## src/rtl/legv8_pkg.sv

```systemverilog
// Shared definitions for the LEGv8 fetch stage: fetch FSM states, the
// instruction width in bytes and the word written into a cleared IF/ID slot.
package legv8_pkg;

  typedef enum logic [1:0] {
    ST_IDLE,
    ST_FETCH,
    ST_HALTED
  } fetch_state_e;

  localparam int unsigned INSTR_BYTES = 4;

  // Architectural NOP, parked in IF/ID whenever the slot is invalidated so a
  // stale word never looks like a live instruction downstream.
  localparam logic [31:0] NOP_INSTR = 32'hD503_201F;

endpackage

```

## src/rtl/if_id_register.sv

```systemverilog
// IF/ID pipeline register: PC, instruction word and valid flag.
// clear has priority over load; with neither asserted the contents hold.
module if_id_register
  import legv8_pkg::*;
(
  input  logic        clk,
  input  logic        rst_n,
  input  logic        load_i,
  input  logic        clear_i,
  input  logic [63:0] pc_i,
  input  logic [31:0] instr_i,
  output logic [63:0] pc_o,
  output logic [31:0] instr_o,
  output logic        valid_o
);

  logic [63:0] pc_q;
  logic [31:0] instr_q;
  logic        valid_q;

  // Capture, invalidate or hold the fetched instruction.
  always_ff @(posedge clk or negedge rst_n) begin
    if (!rst_n) begin
      pc_q    <= 64'd0;
      instr_q <= 32'd0;
      valid_q <= 1'b0;
    end else if (clear_i) begin
      instr_q <= NOP_INSTR;
      valid_q <= 1'b0;
    end else if (load_i) begin
      pc_q    <= pc_i;
      instr_q <= instr_i;
      valid_q <= 1'b1;
    end
  end

  assign pc_o    = pc_q;
  assign instr_o = instr_q;
  assign valid_o = valid_q;

endmodule

```

## src/rtl/instruction_fetch.sv

```systemverilog
// LEGv8 fetch stage: owns the PC, addresses instruction memory and fills
// the IF/ID register. Handles redirect, flush, stall, end-of-memory halt
// and sticky faulting on illegal redirect targets.
module instruction_fetch
  import legv8_pkg::*;
#(
  parameter logic [63:0] RESET_PC  = 64'd0,
  parameter int unsigned MEM_BYTES = 4096
) (
  input  logic        clk,
  input  logic        rst_n,
  output logic [63:0] instructionAddress,
  input  logic [31:0] instruction,
  input  logic        stall,
  input  logic        flush,
  input  logic        branch_taken,
  input  logic [63:0] branch_target,
  output logic [63:0] if_id_pc,
  output logic [31:0] if_id_instruction,
  output logic        if_id_valid,
  output logic        halted,
  output logic        fault,
  output logic [31:0] fetch_count
);

  localparam logic [63:0] LAST_PC = 64'(MEM_BYTES) - 64'(INSTR_BYTES);

  fetch_state_e state_q, state_d;
  logic [63:0]  pc_q, pc_d;
  logic         fault_q, fault_d;
  logic [31:0]  count_q, count_d;
  logic         ifid_load, ifid_clear;
  logic         target_ok;
  logic         at_end;
  logic [63:0]  pc_plus4;

  assign target_ok = (branch_target[1:0] == 2'b00) && (branch_target <= LAST_PC);
  assign at_end    = (pc_q == LAST_PC);
  assign pc_plus4  = pc_q + 64'(INSTR_BYTES);

  // State, PC, fault and counter registers.
  always_ff @(posedge clk or negedge rst_n) begin
    if (!rst_n) begin
      state_q <= ST_IDLE;
      pc_q    <= RESET_PC;
      fault_q <= 1'b0;
      count_q <= 32'd0;
    end else begin
      state_q <= state_d;
      pc_q    <= pc_d;
      fault_q <= fault_d;
      count_q <= count_d;
    end
  end

  // Next-state, next-PC and IF/ID control; redirect > flush > stall > fetch.
  always_comb begin
    state_d    = state_q;
    pc_d       = pc_q;
    fault_d    = fault_q;
    count_d    = count_q;
    ifid_load  = 1'b0;
    ifid_clear = 1'b0;
    unique case (state_q)
      ST_IDLE: begin
        ifid_clear = 1'b1;
        state_d    = ST_FETCH;
      end
      ST_FETCH: begin
        if (branch_taken) begin
          ifid_clear = 1'b1;
          if (target_ok) begin
            pc_d = branch_target;
          end else begin
            fault_d = 1'b1;
            state_d = ST_HALTED;
          end
        end else if (flush) begin
          ifid_clear = 1'b1;
          if (at_end) state_d = ST_HALTED;
          else        pc_d    = pc_plus4;
        end else if (!stall) begin
          ifid_load = 1'b1;
          count_d   = (count_q == 32'hFFFF_FFFF) ? count_q : count_q + 32'd1;
          if (at_end) state_d = ST_HALTED;
          else        pc_d    = pc_plus4;
        end
      end
      ST_HALTED: begin
        // Also drops the last word captured on the entry edge.
        ifid_clear = 1'b1;
        if (branch_taken && target_ok && !fault_q) begin
          pc_d    = branch_target;
          state_d = ST_FETCH;
        end
      end
      default: begin
        ifid_clear = 1'b1;
        state_d    = ST_IDLE;
      end
    endcase
  end

  if_id_register u_if_id (
    .clk     (clk),
    .rst_n   (rst_n),
    .load_i  (ifid_load),
    .clear_i (ifid_clear),
    .pc_i    (pc_q),
    .instr_i (instruction),
    .pc_o    (if_id_pc),
    .instr_o (if_id_instruction),
    .valid_o (if_id_valid)
  );

  assign instructionAddress = pc_q;
  assign halted             = (state_q == ST_HALTED);
  assign fault              = fault_q;
  assign fetch_count        = count_q;

endmodule

```

## config.mk

```make
export PLATFORM = sky130hd
export DESIGN_NAME = instruction_fetch
export DESIGN_NICKNAME = d
export VERILOG_FILES = /design/src/rtl/legv8_pkg.sv /design/src/rtl/if_id_register.sv /design/src/rtl/instruction_fetch.sv
export SDC_FILE = /design/constraint.sdc
export NUM_CORES = 1
export LEC_CHECK = 0
export CELL_PAD_IN_SITES_DETAIL_PLACEMENT = 1
export CELL_PAD_IN_SITES_GLOBAL_PLACEMENT = 2
export CORE_ASPECT_RATIO = 2
export CORE_MARGIN = 5
export CORE_UTILIZATION = 30
export CTS_CLUSTER_DIAMETER = 120
export DETAILED_ROUTE_END_ITERATION = 10
export PLACE_DENSITY = 0.95
export SLEW_MARGIN = 0
export SYNTH_ARGS = -nofsm -noshare
export SYNTH_HDL_FRONTEND = slang
export SYNTH_SLANG_ARGS = --single-unit
```

## constraint.sdc

```tcl
create_clock -name clk -period 7.01 [get_ports clk]
set_input_delay 1.7525 -clock clk [delete_from_list [all_inputs] [get_ports clk]]
set_output_delay 1.7525 -clock clk [all_outputs]
set_load 0.05 [all_outputs]
```

Yosys cells after proc, flatten, opt, wreduce, memory -nomap -nowiden
Cells that the tools add are included.
{"block": "totals", "reg_bits": 196, "latchBits": 0, "mem_bits_rw": 0, "romBits": 0, "input_bits": 101, "out_inout_bits": 195, "word_cells": 62, "mem_count": 0}
{"block": "op_classes", "n_addsub": 2, "mul": 0, "n_div": 0, "magnitude_cmp": 1, "eq_ne": 8, "n_shift": 0, "n_mux": 25, "n_bitwise": 6, "n_reduce_logical": 13}
{"op": "64-bit two-way mux", "count": 6}
{"op": "64-bit case mux with 2 select lines", "count": 1}
{"op": "64-bit by 3-bit adder with 64-bit output, second input constant", "count": 1}
{"op": "64-bit by 12-bit equality test with 1-bit output, second input constant", "count": 1}
{"op": "64-bit by 12-bit less-or-equal comparator with 1-bit output, second input constant", "count": 1}
{"op": "32-bit two-way mux", "count": 2}
{"op": "32-bit by 1-bit adder with 32-bit output, second input constant", "count": 1}
{"op": "32-bit equality test, second input constant", "count": 1}
{"op": "2-bit two-way mux", "count": 6}
{"op": "1-bit two-way mux", "count": 9}
{"op": "3-bit != test, second input constant", "count": 2}
{"op": "1-bit inverter", "count": 6}
{"op": "2-bit case mux with 3 select lines", "count": 1}
{"op": "3-bit AND reduction", "count": 2}
{"op": "5-bit AND reduction", "count": 1}
{"op": "2-bit zero test", "count": 2}
{"op": "4-bit != test, second input constant", "count": 1}
{"op": "4-bit AND reduction", "count": 1}
{"op": "2-bit nonzero test", "count": 2}
{"op": "1-bit logical AND", "count": 3}
{"op": "2-bit by 1-bit equality test with 1-bit output, second input constant", "count": 1}
{"op": "2-bit equality test, second input constant", "count": 1}
{"op": "2-bit by 1-bit != test with 1-bit output, second input constant", "count": 1}
{"op": "2-bit AND reduction", "count": 1}
{"op": "1-bit zero test", "count": 1}

Logic depth before layout (Yosys ltp)
{"block": "logic_depth", "ltp_word": 6, "ltp_mapped": 10, "mapped_depth_nobuf": 8}

By module
From an unflattened synthesis, not the netlist that was laid out.
{"block": "unflattened", "hier_cells": 1039, "hier_area_um2": 10741.6}
{"mod": "instruction_fetch", "instances": 1, "cells_each": 795, "area_per_inst_um2": 6675.2, "seq_area_each_um2": 2477.4}
{"mod": "if_id_register", "instances": 1, "cells_each": 244, "area_per_inst_um2": 4066.4, "seq_area_each_um2": 2427.3}

Worst setup path after synthesis
Ideal clock, no wire load.
{"block": "synth_path", "path_type": "input -> register", "startpoint": "input branch_target[62]", "endpoint": "register pc_q[40] (netlist: instructionAddress[40])", "setup_ns": 0.128, "arrival_ns": 3.545, "required_ns": 6.882, "slack_ns": 3.337, "path_stages": 6, "n_path_buf": 0, "path_cell_list": "nor4_1 nand4_1 or4_4 o31a_1 a21oi_4 mux2_1"}
{"block": "synth_via", "elab_chain_cells": 6, "elab_cells_between_ends": 7, "cone_classes": "1 x order compare; 2 x eq/ne; 4 x reduce/logical"}
{"element": "from (decl)", "line": "instruction_fetch.sv:17", "rtl": "input logic [63:0] branch_target,"}
{"element": "64-bit by 12-bit less-or-equal comparator with 1-bit output (*)", "line": "instruction_fetch.sv:37", "rtl": "assign target_ok = (branch_target[1:0] == 2'b00) && (branch_target <= LAST_PC);"}
{"element": "1-bit logical AND (*)", "line": "instruction_fetch.sv:37"}
{"element": "1-bit logical AND (2 in series)", "line": "instruction_fetch.sv:92", "rtl": "if (branch_taken && target_ok && !fault_q) begin"}
{"element": "2-bit by 1-bit != test with 1-bit output (no source line)"}
{"element": "4-bit AND reduction (no source line) (*)"}
{"element": "to (signal assigned)", "line": "instruction_fetch.sv:50", "rtl": "pc_q <= pc_d;"}
{"element": "to (decl)", "line": "instruction_fetch.sv:29", "rtl": "logic [63:0] pc_q, pc_d;"}
Mark *: on every way between the ends. The rest lies on a longest branch, timed or not.
A chain may end at the register's enable or synchronous reset.

Worst setup path after layout
{"block": "layout_path", "startpoint": "input branch_target[21]", "endpoint": "register pc_q[5] (netlist: instructionAddress[5])"}
The elaborated chain is that of the path after synthesis.

==> impl_summary.log <==
INFO  metric run_status = complete, no violations
INFO  metric detailedPlacementHpwl = 31,500 um
INFO  metric grt_start_max_net_pins = 70
INFO  metric synthArstFlopShare = 100%
INFO  metric critical_path.startpoint = branch_target[21]
INFO  metric port_buffers = 295
INFO  metric die-height = 266 um
INFO  metric drc_errors = 0
INFO  metric finalWeightedCongestion = 0.870
INFO  metric cts-buffers-inserted = 17
INFO  metric yosys_warnings = 0
INFO  metric design.die.area = 36,600 um^2
INFO  metric synth.net_count = 1,194
INFO  metric first_pass_iters = 4
INFO  metric cp_data_required_time = 7.33 ns
INFO  metric path_class = in -> reg
INFO  metric floorplan.core_area = 32,200 um^2
INFO  metric power_density = 487 nW/um^2
INFO  metric number_of_clock_sinks_seen_by_cts = 196
INFO  metric worstSkewPairLatency = 0.46 ns
INFO  metric hold_slack = 0.480 ns
INFO  metric grt_first_pass_wirelength = 63,200 um
INFO  metric layout_min_cycle_time = 5.26 ns
INFO  metric synth_top_area_cell = sky130_fd_sc_hd__dfrtp_1
INFO  metric ports = 296
INFO  metric synth_seq_area_share = 50.1%
INFO  metric worst_hold_path_type = reg -> reg
INFO  metric max_fo_critical_path = 21
INFO  metric final-max-slew-violation-count = 0
INFO  metric fmaxAchievable = 0.190 GHz
INFO  metric post-cts-setup-buffer-count = 0
INFO  metric fillers = 3,753
INFO  metric final_net_count = 1,444
INFO  metric synthCells = 1,088
INFO  metric ys_types = 68
INFO  metric worstPathArrival = 5.59 ns
INFO  metric worst-r2r-cell-count = 9
INFO  metric timing.max_cap.violations = 0
INFO  metric drt-total-wl = 41,700 um
INFO  metric tritoncts = done
INFO  metric grt_setup_unrepaired = false
INFO  metric clkSlewWorstSetupHoldPaths = 0.08 ns
INFO  metric grt-ovfl-total = 0
INFO  metric layout.cells.most_common = sky130_fd_sc_hd__clkdlybuf4s50_1
INFO  metric clock_tree.root_cell = sky130_fd_sc_hd__clkbuf_16
INFO  metric vias_per_cell = 5.46
INFO  metric final_layout_size_suffix_gt1_share = 5.11%
INFO  metric crit-reg2reg-capture = instructionAddress[5]
INFO  metric syn-cell-area = 9790 um^2
INFO  metric wire_per_inst = 23.4 um
INFO  metric dr.first_iter.drc_count = 455
INFO  metric finalClockSkew = 0.0143 ns
INFO  metric finalHoldViolations = 0
INFO  metric register_bit_total_from_synthesis = 196
INFO  metric total_negative_slack_for_setup_checks = 0 ns
INFO  metric grtUsageTotal = 22.7%
INFO  metric worst_ir_drop_vdd = 0.000281 V
INFO  metric synth.area.top_cells = sky130_fd_sc_hd__dfrtp_1, sky130_fd_sc_hd__nand2_1, sky130_fd_sc_hd__a21oi_1
INFO  metric synth_edf_count = 0
INFO  metric cts_hold_bufs = 0
INFO  metric synthFlopType = sky130_fd_sc_hd__dfrtp_1
INFO  metric crit_end = instructionAddress[5]
INFO  metric drt.antenna.violating_nets = 0
INFO  metric layout_common_cells = sky130_fd_sc_hd__clkdlybuf4s50_1, sky130_fd_sc_hd__nand2_1, sky130_fd_sc_hd__dfrtp_1
INFO  metric antenna_found_initial = 2
INFO  metric maxSlewHeadroom = 28.7%
INFO  metric p_leak = 5.59 nW
INFO  metric placementRows = 93
INFO  metric ff2ff_setup_slack = 3.23 ns
INFO  metric initial_utilization = 30.4%
INFO  metric r2r_start = state_q[1]
INFO  metric category_of_the_worst_setup_path_capture_point = register
INFO  metric synth.avg_cell_area = 9.00 um^2
INFO  metric die_width = 138 um
INFO  metric grt_pass1_vias = 10,300
INFO  metric finalSetupViolations = 0
INFO  metric synth_top_area_share = 50.1%
INFO  metric area_delta_synth_final = 39.5%
INFO  metric post_cts_resized = 0
INFO  metric final.period_utilization = 75.1%
INFO  metric timing.critical_path.from_type = primary input
INFO  metric via_count = 9,713
INFO  metric cts_max_level = 4
INFO  metric tightest_slew = 1.07 ns
INFO  metric clock_buffer_depth = 2
-- routing by layer --
layer | vias to the layer above | routed length (um) | GRT usage, %
li1 | 4420 | - | -
met1 | 4854 | 14800 | 23.9
met3 | 111 | 2090 | 4.58
met4 | 0 | 2520 | 13.4
met2 | 328 | 22300 | 40.9
met5 | - | 0 | 0
-- metrics by stage --
stage	power, mW	util [%]	cell area [um^2]	setup slack (ns)	instances
4_1_cts	6.70	42.4	13700	1.77	1778
3_3_place_gp	5.59	40.5	13100	1.29	1746
6_report	6.66	42.4	13700	1.75	1780
5_1_grt	6.98	42.4	13700	1.66	1780
3_5_place_dp	5.68	40.5	13100	1.28	1746
2_1_floorplan	4.28	-	9790	3.34	1088
-- power by group --
group          total (mW)  leakage [nW]  internal (mW)  switching, mW
Clock                1.01         0.291          0.489          0.518
Sequential           2.10          2.37           1.51          0.589
Combinational        3.55          2.93           1.12           2.43
-- kinds of logic (layout without fill, tap and decap cells) --
group | Yosys count | after routing | synth area share (%)
xor gates and xnor gates | 30 | 30 | 2.68
muxes | 4 | 4 | 0.460
adders and majority gates | 5 | 5 | 0.639
DFF | 196 | 196 | 50.1
buffers and inverters | 88 | 351 | 3.91
AOI/OAI and AO/OA | 253 | 253 | 17.1
other | 0 | 2 | 0
and+or+nand+nor | 512 | 512 | 25.1
-- sequential cells by signal, summed over array words and instances, names as in the netlist --
register            cells
fetch_count            32
fault                   1
u_if_id.valid_o         1
state_q                 2
instructionAddress     64
u_if_id.pc_o           64
u_if_id.instr_o        32
-- Yosys cell counts (all sizes together) (7+ instances only) --
cell,count
a21oi,74
a22o,21
a31oi,15
and2,8
and3,15
and4,18
buf,25
clkbuf,47
dfrtp,196
inv,16
nand2,271
nand3,43
nand4,38
nor2,41
nor3,13
nor4,35
o211ai,7
o21ai,44
o22a,19
o22ai,28
or2,7
or4,7
xnor2,14
xor2,16
-- critical path, cell delays in order --
cell,delay (ns)
sky130_fd_sc_hd__clkdlybuf4s50_1,0.42
sky130_fd_sc_hd__nor4_1,0.84
sky130_fd_sc_hd__nand4_1,0.18
sky130_fd_sc_hd__or4_4,0.63
sky130_fd_sc_hd__o31a_1,0.60
sky130_fd_sc_hd__a21oi_4,0.65
sky130_fd_sc_hd__buf_4,0.38
sky130_fd_sc_hd__a21oi_1,0.12
-- area by class of cell --
cell class / instances / area (um^2) / share of cell area, %
Antenna cell: 2 / 5.00 / 0.0366
Timing Repair Buffer: 303 / 3030 / 22.2
Multi-Input combinational cell: 804 / 4530 / 33.1
Inverter: 16 / 60.1 / 0.440
Clock buffer: 18 / 439 / 3.21
Clock inverter: 14 / 163 / 1.19
Tap cell: 427 / 534 / 3.91
Sequential cell: 196 / 4900 / 35.9
-- how the worst min path moves through the flow --
stage / from / to / slack (ns) / cells past startpoint
after floorplan: state_q[1] / state_q[1] / 0.49 / 1
after global placement: u_if_id.pc_o[63] / u_if_id.pc_o[63] / 0.46 / 2
after detailed placement: u_if_id.pc_o[32] / u_if_id.pc_o[32] / 0.46 / 2
after CTS: u_if_id.pc_o[22] / u_if_id.pc_o[22] / 0.49 / 2
after global routing: u_if_id.pc_o[53] / u_if_id.pc_o[53] / 0.50 / 2
final: u_if_id.pc_o[25] / u_if_id.pc_o[25] / 0.48 / 2
No activity file was read; power rests on OpenSTA's default activity.
==> variant 1 (same flow settings) <==
The 3 states of `fetch_state_e` get a one-hot encoding in 3 bits.
--- a/src/rtl/legv8_pkg.sv
+++ b/src/rtl/legv8_pkg.sv
@@ -3,8 +3,8 @@
 package legv8_pkg;
 
-  typedef enum logic [1:0] {
-    ST_IDLE,
-    ST_FETCH,
-    ST_HALTED
+  typedef enum logic [2:0] {
+    ST_IDLE   = 3'b001,
+    ST_FETCH  = 3'b010,
+    ST_HALTED = 3'b100
   } fetch_state_e;
 
Check against the original RTL: same outputs for any inputs over 4 cycles, from zero or initial values and one cycle with rst_n low; so few cycles prove little.
==> variant 1 against the original RTL <==
  * Sequential cell count grew 1
  * Critical endpoint is now instructionAddress[2]
  * Design area down 0.90%
  * First-iteration DRC count down 22%
  * Routed wire length is 5.4% lower
  * Clock skew barely moved
  * Global-route usage fell by 0.86 points
  * Area after synthesis is 1.7% lower
  * Total power shrank 19%
  * Worst setup slack gained 0.025 ns
  * Cell count decreased by 6.8%
  * Worst hold slack gained 0.0084 ns
  * Utilization up 0.38 points
==> variant 1: results (changes against the original RTL) <==
The worst register-to-register path begins at state_q[0]. The worst hold path belongs to the class flip-flop to flip-flop. The initial antenna violation count is 4 (+2). The number of buffers added by the clock tree synthesis step is 17 (unchanged). The gate count after technology mapping is 953 (-12%). By area the synthesized netlist is led by dfrtp_1 (51%), mux2_2 (7.3%), a21oi_1 (4.4%). The clock latency on the worst-skew pair came out at 0.46 ns (about the same). The worst max-slew margin expressed relative to the limit came out at 0.3377 (+0.05074). The overall track demand over capacity in global routing came out at 0.2187 (-0.008585). The total of buffers placed on input and output ports is 295 (unchanged). The switching power total came to 2.620 mW (-26%). The endpoint identified for the worst register-to-register timing path is instructionAddress[2]. The detailed placer's ending HPWL came to 30260 um (-3.9%). The reg2reg setup slack came out at 3.51 ns (+0.28 ns). The run finished with clean final reports. The per-cell routed wire length is 23.77 um (+1.5%).

The vias after detailed routing came out at 8909 (-8.3%). The wire length of the first global-routing pass is 59160 um (-6.4%). The clock transition time at the flip-flop clock pins of the worst setup and hold paths came out at 0.08 ns (about the same). The largest fanout on the critical path is 46 (+120%). The worst-case reg-to-reg path depth came out at 7 (-2). The placement-stage cell area is 12960 um2 (-0.74%). The placed cell count is 1623 (-7.0%). The number of resized instances in the post-cts repair step came out at 0 (unchanged). The number of distinct library cells after synthesis is 59 (-13%). The count of filler cells inserted in the layout came out at 3502 (-6.7%). The remaining antenna violation count was 0 (unchanged). The part of the Yosys area used for sequential elements came out at 0.5123 (+0.01145). The largest net degree at the start of global routing came to 79 (+13%).

The post-CTS setup repair buffer count is 0 (unchanged). The library cell used as clock root buffer is clkbuf_16. The worst endpoint data arrival time is 5.63 ns (+0.04 ns). The worst hold path stage count came out at 2 (unchanged). The post-synthesis async set-or-reset flop share came out at 1.000 (unchanged). The share of cells above drive strength 1 is 0.1039 (+0.05282).

The origin of the worst setup path is branch_target[59]. The number of levels in the clock H-tree came to 4 (unchanged). Counting instances in the post-synthesis netlist gives the leading cell types as dfrtp_1 (196), a21oi_1 (85), nand2_1 (84). The static power due to leakage came out at 5.417 nW (-3.1%). The number of nets in the final layout is 1322 (-8.4%). The maximum buffer depth of the clock tree is 2 (unchanged).

The largest clock skew in the final design is 0.01451 ns (+0.0002329 ns). The number of nets in the synthesized netlist is 1056 (-12%). The length of the first detailed-routing pass in iterations came to 4 (unchanged). The number of synthesis warnings came out at 0 (unchanged). The detailed-route wire length came out at 39440 um (-5.4%). The maximum VDD drop came out at 0.2135 mV (-24%).

The number of global-route vias before repair came out at 9622 (-7.0%). The critical path endpoint category is a flip-flop. The last weighted congestion value of the routability-driven placer came out at 0.8520 (-2.1%).

The count of routing violations after the opening detailed-route iteration is 357 (-22%).
-- variant 1: cell count changes after synthesis, moves of 9 or more --
cell     before  now
nand2_1     270   84
mux2_2        3   62
mux2i_1       0   33
a22o_1       21    0
o21ai_0      44   65
o22a_1       19    1
nand3_1      43   59
o22ai_1      28   13
nor2_1       41   55
a21oi_1      73   85
and4_1       18    8
nand4_1      37   27
inv_1        16    7
nor3_1       12   21
-- variant 1: cell families (layout without fill, tap and decap cells) --
| family | count (synthesis) | count (layout) | share of synthesized area |
|---|---|---|---|
| compound gates | 218 | 218 | 0.1352 |
| buf+inv | 67 | 346 | 0.02912 |
| other cells | 0 | 4 | 0 |
| fa+ha+maj | 2 | 2 | 0.002599 |
| xor+xnor | 32 | 32 | 0.02912 |
| simple gates | 342 | 342 | 0.1848 |
| mux | 95 | 95 | 0.1069 |
| flops | 197 | 197 | 0.5123 |
-- variant 1: per-stage QoR --
stage | total power [mW] | util | setup slack [ns]
2_1_floorplan | 3.392 | - | 3.205
3_3_place_gp | 4.411 | 0.4094 | 1.191
3_5_place_dp | 4.467 | 0.4094 | 1.216
4_1_cts | 5.474 | 0.4274 | 1.695
5_1_grt | 5.659 | 0.4277 | 1.576
6_report | 5.414 | 0.4277 | 1.773
-- variant 1: how the worst min path moves through the flow --
stage / start / end / slack, ns
floorplan: state_q[1] / state_q[1] / 0.57
global placement: u_if_id.pc_o[27] / u_if_id.pc_o[27] / 0.47
detailed placement: u_if_id.pc_o[27] / u_if_id.pc_o[27] / 0.47
CTS: u_if_id.pc_o[27] / u_if_id.pc_o[27] / 0.49
global route: u_if_id.pc_o[37] / u_if_id.pc_o[37] / 0.51
finish: u_if_id.pc_o[27] / u_if_id.pc_o[27] / 0.49
-- variant 1: cell type report --
type | count | share of cell area
clock inverter | 14 | 0.01044
timing repair buffer | 307 | 0.2247
inverter | 7 | 0.001940
clock buffer | 18 | 0.03169
tap | 423 | 0.03909
multi-input combinational | 689 | 0.3272
antenna | 4 | 0.0007392
sequential | 197 | 0.3642
-- variant 1: critical path, cell delays in order --
cell             delay (ns)
clkdlybuf4s50_1        0.48
nor4_1                 0.66
nand4_1                0.34
or4_4                  0.54
o31ai_4                0.28
nand3_2                0.80
or3_1                  0.64
nand3_1                0.11
-- variant 1: power by group through the flow --
stage | registers (mW) | logic (mW) | clock network [mW]
floorplan | 2.77 | 0.619 | 0
global placement | 1.92 | 2.49 | 0
detailed placement | 1.94 | 2.53 | 0
CTS | 1.92 | 2.53 | 1.02
global route | 1.97 | 2.63 | 1.06
finish | 1.91 | 2.51 | 0.991
-- variant 1: routing by layer --
layer,vias up,track usage,share of wire
met1,4541,0.2070,0.33
met4,0,0.1282,0.055
li1,4030,-,-
met5,-,0,0
met3,89,0.03993,0.042
met2,249,0.4211,0.58
==> variant 2 (config.mk and constraints unchanged) <==
Made on the original files. Set the parameter `MEM_BYTES` to 3072 (it was 4096).
--- a/src/rtl/instruction_fetch.sv
+++ b/src/rtl/instruction_fetch.sv
@@ -6,5 +6,5 @@
 #(
   parameter logic [63:0] RESET_PC  = 64'd0,
-  parameter int unsigned MEM_BYTES = 4096
+  parameter int unsigned MEM_BYTES = 3072
 ) (
   input  logic        clk,
Formal check against the unedited RTL: not equivalent (a bounded check fails within 4 cycles, from zero or initial values and one cycle with rst_n low).
==> variant 2 against the original RTL <==
  * Critical endpoint is now instructionAddress[58]
  * Largest power group unchanged
  * Total power is 2.3% higher
  * Die area is 1.4% higher
  * Worst setup slack better by 0.22 ns
  * Design area is 2.1% higher
  * Area after synthesis up 1.5%
  * Clock skew hardly changed
  * Count of clock-buffer cells in the layout unchanged
  * Sequential cell count unchanged
  * Routed wire length is 1.7% lower
  * Via count is 1.1% lower
  * Critical path depth is 1 higher
==> variant 2: results (changes against the original RTL) <==
The delay of the slowest critical-path stage is 0.76 ns (-0.08 ns). On the critical path, the stage with the largest delay is an instance of nor4_1. The maximum buffer depth of the clock tree came out at 2 (unchanged). The clock latency on the worst-skew pair came out at about 0.47 ns. The number of buffers added by the clock tree synthesis step came out at 17 (unchanged). The post-CTS setup repair buffer count is 0 (unchanged). The tree is rooted in a clkbuf_16. The number of nets in the final layout is 1369 (-5.2%). The worst slack at placement is 1.573 ns (+0.2934 ns). The number of global-route vias before repair came out at 10650 (+2.9%).

The post-synthesis async set-or-reset flop share is 1.000 (unchanged). The wire length of the first global-routing pass was 62640 um (-0.92%). The last weighted congestion value of the routability-driven placer is 0.9001 (+3.4%). The number of nets in the synthesized netlist is 1105 (-7.5%). The per-cell routed wire length was 23.98 um (+2.4%).

The reg2reg setup slack came out at 3.52 ns (+0.29 ns). The run finished with clean final reports. The initial antenna violation count came to 3 (+1). The overall track demand over capacity in global routing is 0.2175 (-0.009703). The static power due to leakage is 5.417 nW (-3.1%).

The clock transition time at the flip-flop clock pins of the worst setup and hold paths is around 0.070 ns. The worst max-slew margin expressed relative to the limit came out at 0.2907 (+0.003804). The min-delay analysis places its worst path in the category flip-flop to flip-flop. The detailed placer's ending HPWL was 31010 um (-1.5%). The length of the first detailed-routing pass in iterations came to 5 (+1). The number of synthesis warnings came out at 0 (unchanged).

Sorting the synthesized cells by area gives the leading types as dfrtp_1 (49%), mux2_2 (7.7%), nand2_1 (4.4%). The worst endpoint data arrival time came out at 5.43 ns (-0.16 ns). The number of resized instances in the post-cts repair step is 0 (unchanged). The number of distinct library cells after synthesis is 66 (-2.9%).

The largest net degree at the start of global routing is 102 (+46%). In the synthesized netlist the dominant register cell turns out to be dfrtp_1. The post-detailed-route via-to-cell ratio is 5.620 (+3.0%).

The largest clock skew in the final design came to 0.01453 ns (+0.0002566 ns). The count of filler cells inserted in the layout came out at 3645 (-2.9%). The number of hold buffers added after cts is 0 (unchanged). The total of buffers placed on input and output ports is 295 (unchanged).

The share of cells above drive strength 1 came out at 0.1114 (+0.06030). The number of levels in the clock H-tree is 4 (unchanged). The part of the Yosys area used for sequential elements is 0.4934 (-0.007438). The switching power total is 3.493 mW (-1.2%).

The final critical path time including I/O delays and setup is 5.040 ns (-0.2222 ns). The count of routing violations after the opening detailed-route iteration is 503 (+11%). After synthesis, the most frequently instantiated cells are dfrtp_1 (196), nand2_1 (116), a21oi_1 (70). The largest fanout on the critical path came out at 23 (+9.5%).

The maximum VDD drop came out at 0.2794 mV (-0.75%).
-- variant 2: worst max-delay path: cells and delay by family --
kind,cells,cell delay (ns)
and+or+nand+nor,3,1.57
buffers and inverters,3,1.12
AOI/OAI and AO/OA,3,0.97
-- variant 2: metrics by stage --
stage | hold WS, ns | cells | instance area [um2]
finish | 0.4896 | 1710 | 13950
global route | 0.5143 | 1710 | 13950
CTS | 0.5016 | 1707 | 13940
detailed placement | 0.4850 | 1675 | 13310
global placement | 0.4748 | 1675 | 13310
floorplan | 0.5668 | 998 | 9941
-- variant 2: power by group through the flow --
stage / combinational, mW / sequential [mW] / clock (mW)
after floorplan: 1.10 / 3.21 / 0
after global placement: 3.54 / 2.11 / 0
after detailed placement: 3.61 / 2.14 / 0
after CTS: 3.62 / 2.12 / 1.11
after global routing: 3.77 / 2.19 / 1.15
final: 3.60 / 2.12 / 1.08
-- variant 2: logic make-up (layout without fill, tap and decap cells) --
logic type | count (synthesis) | count (layout) | share of synthesized area
and+or+nand+nor | 376 | 376 | 0.2006
xor gates and xnor gates | 30 | 30 | 0.02643
AOI/OAI and AO/OA | 210 | 210 | 0.1301
other | 0 | 3 | 0
DFF | 196 | 196 | 0.4934
adders and majority gates | 6 | 6 | 0.007552
muxes | 101 | 101 | 0.1103
buffers and inverters | 79 | 356 | 0.03159
-- variant 2: final cells by class --
class                           instances  share of cell area
Timing Repair Buffer                  311              0.2202
Multi-Input combinational cell        723              0.3401
Tap cell                              432             0.03874
Clock inverter                         14             0.01399
Clock buffer                           18             0.03148
Inverter                               13            0.003497
Sequential cell                       196              0.3515
Antenna cell                            3           0.0005381
-- variant 2: final timing paths --
check	startpoint	end	cells after the start
worst max register to register	state_q[1]	fetch_count[13]	7
worst max-delay path	branch_target[62]	instructionAddress[58]	9
max in group asynchronous	rst_n	u_if_id.pc_o[61]	2
min in group asynchronous	rst_n	fetch_count[10]	1
worst min register to register	u_if_id.valid_o	u_if_id.valid_o	1
worst min-delay path	u_if_id.valid_o	u_if_id.valid_o	1
-- variant 2: layer usage --
metal / up-vias / wire (um) / global-route usage
li1: 4240 / - / -
met1: 4888 / 14220 / 0.2159
met2: 368 / 22770 / 0.4174
met3: 115 / 1737 / 0.03984
met4: 0 / 2281 / 0.1284
met5: - / 0 / 0
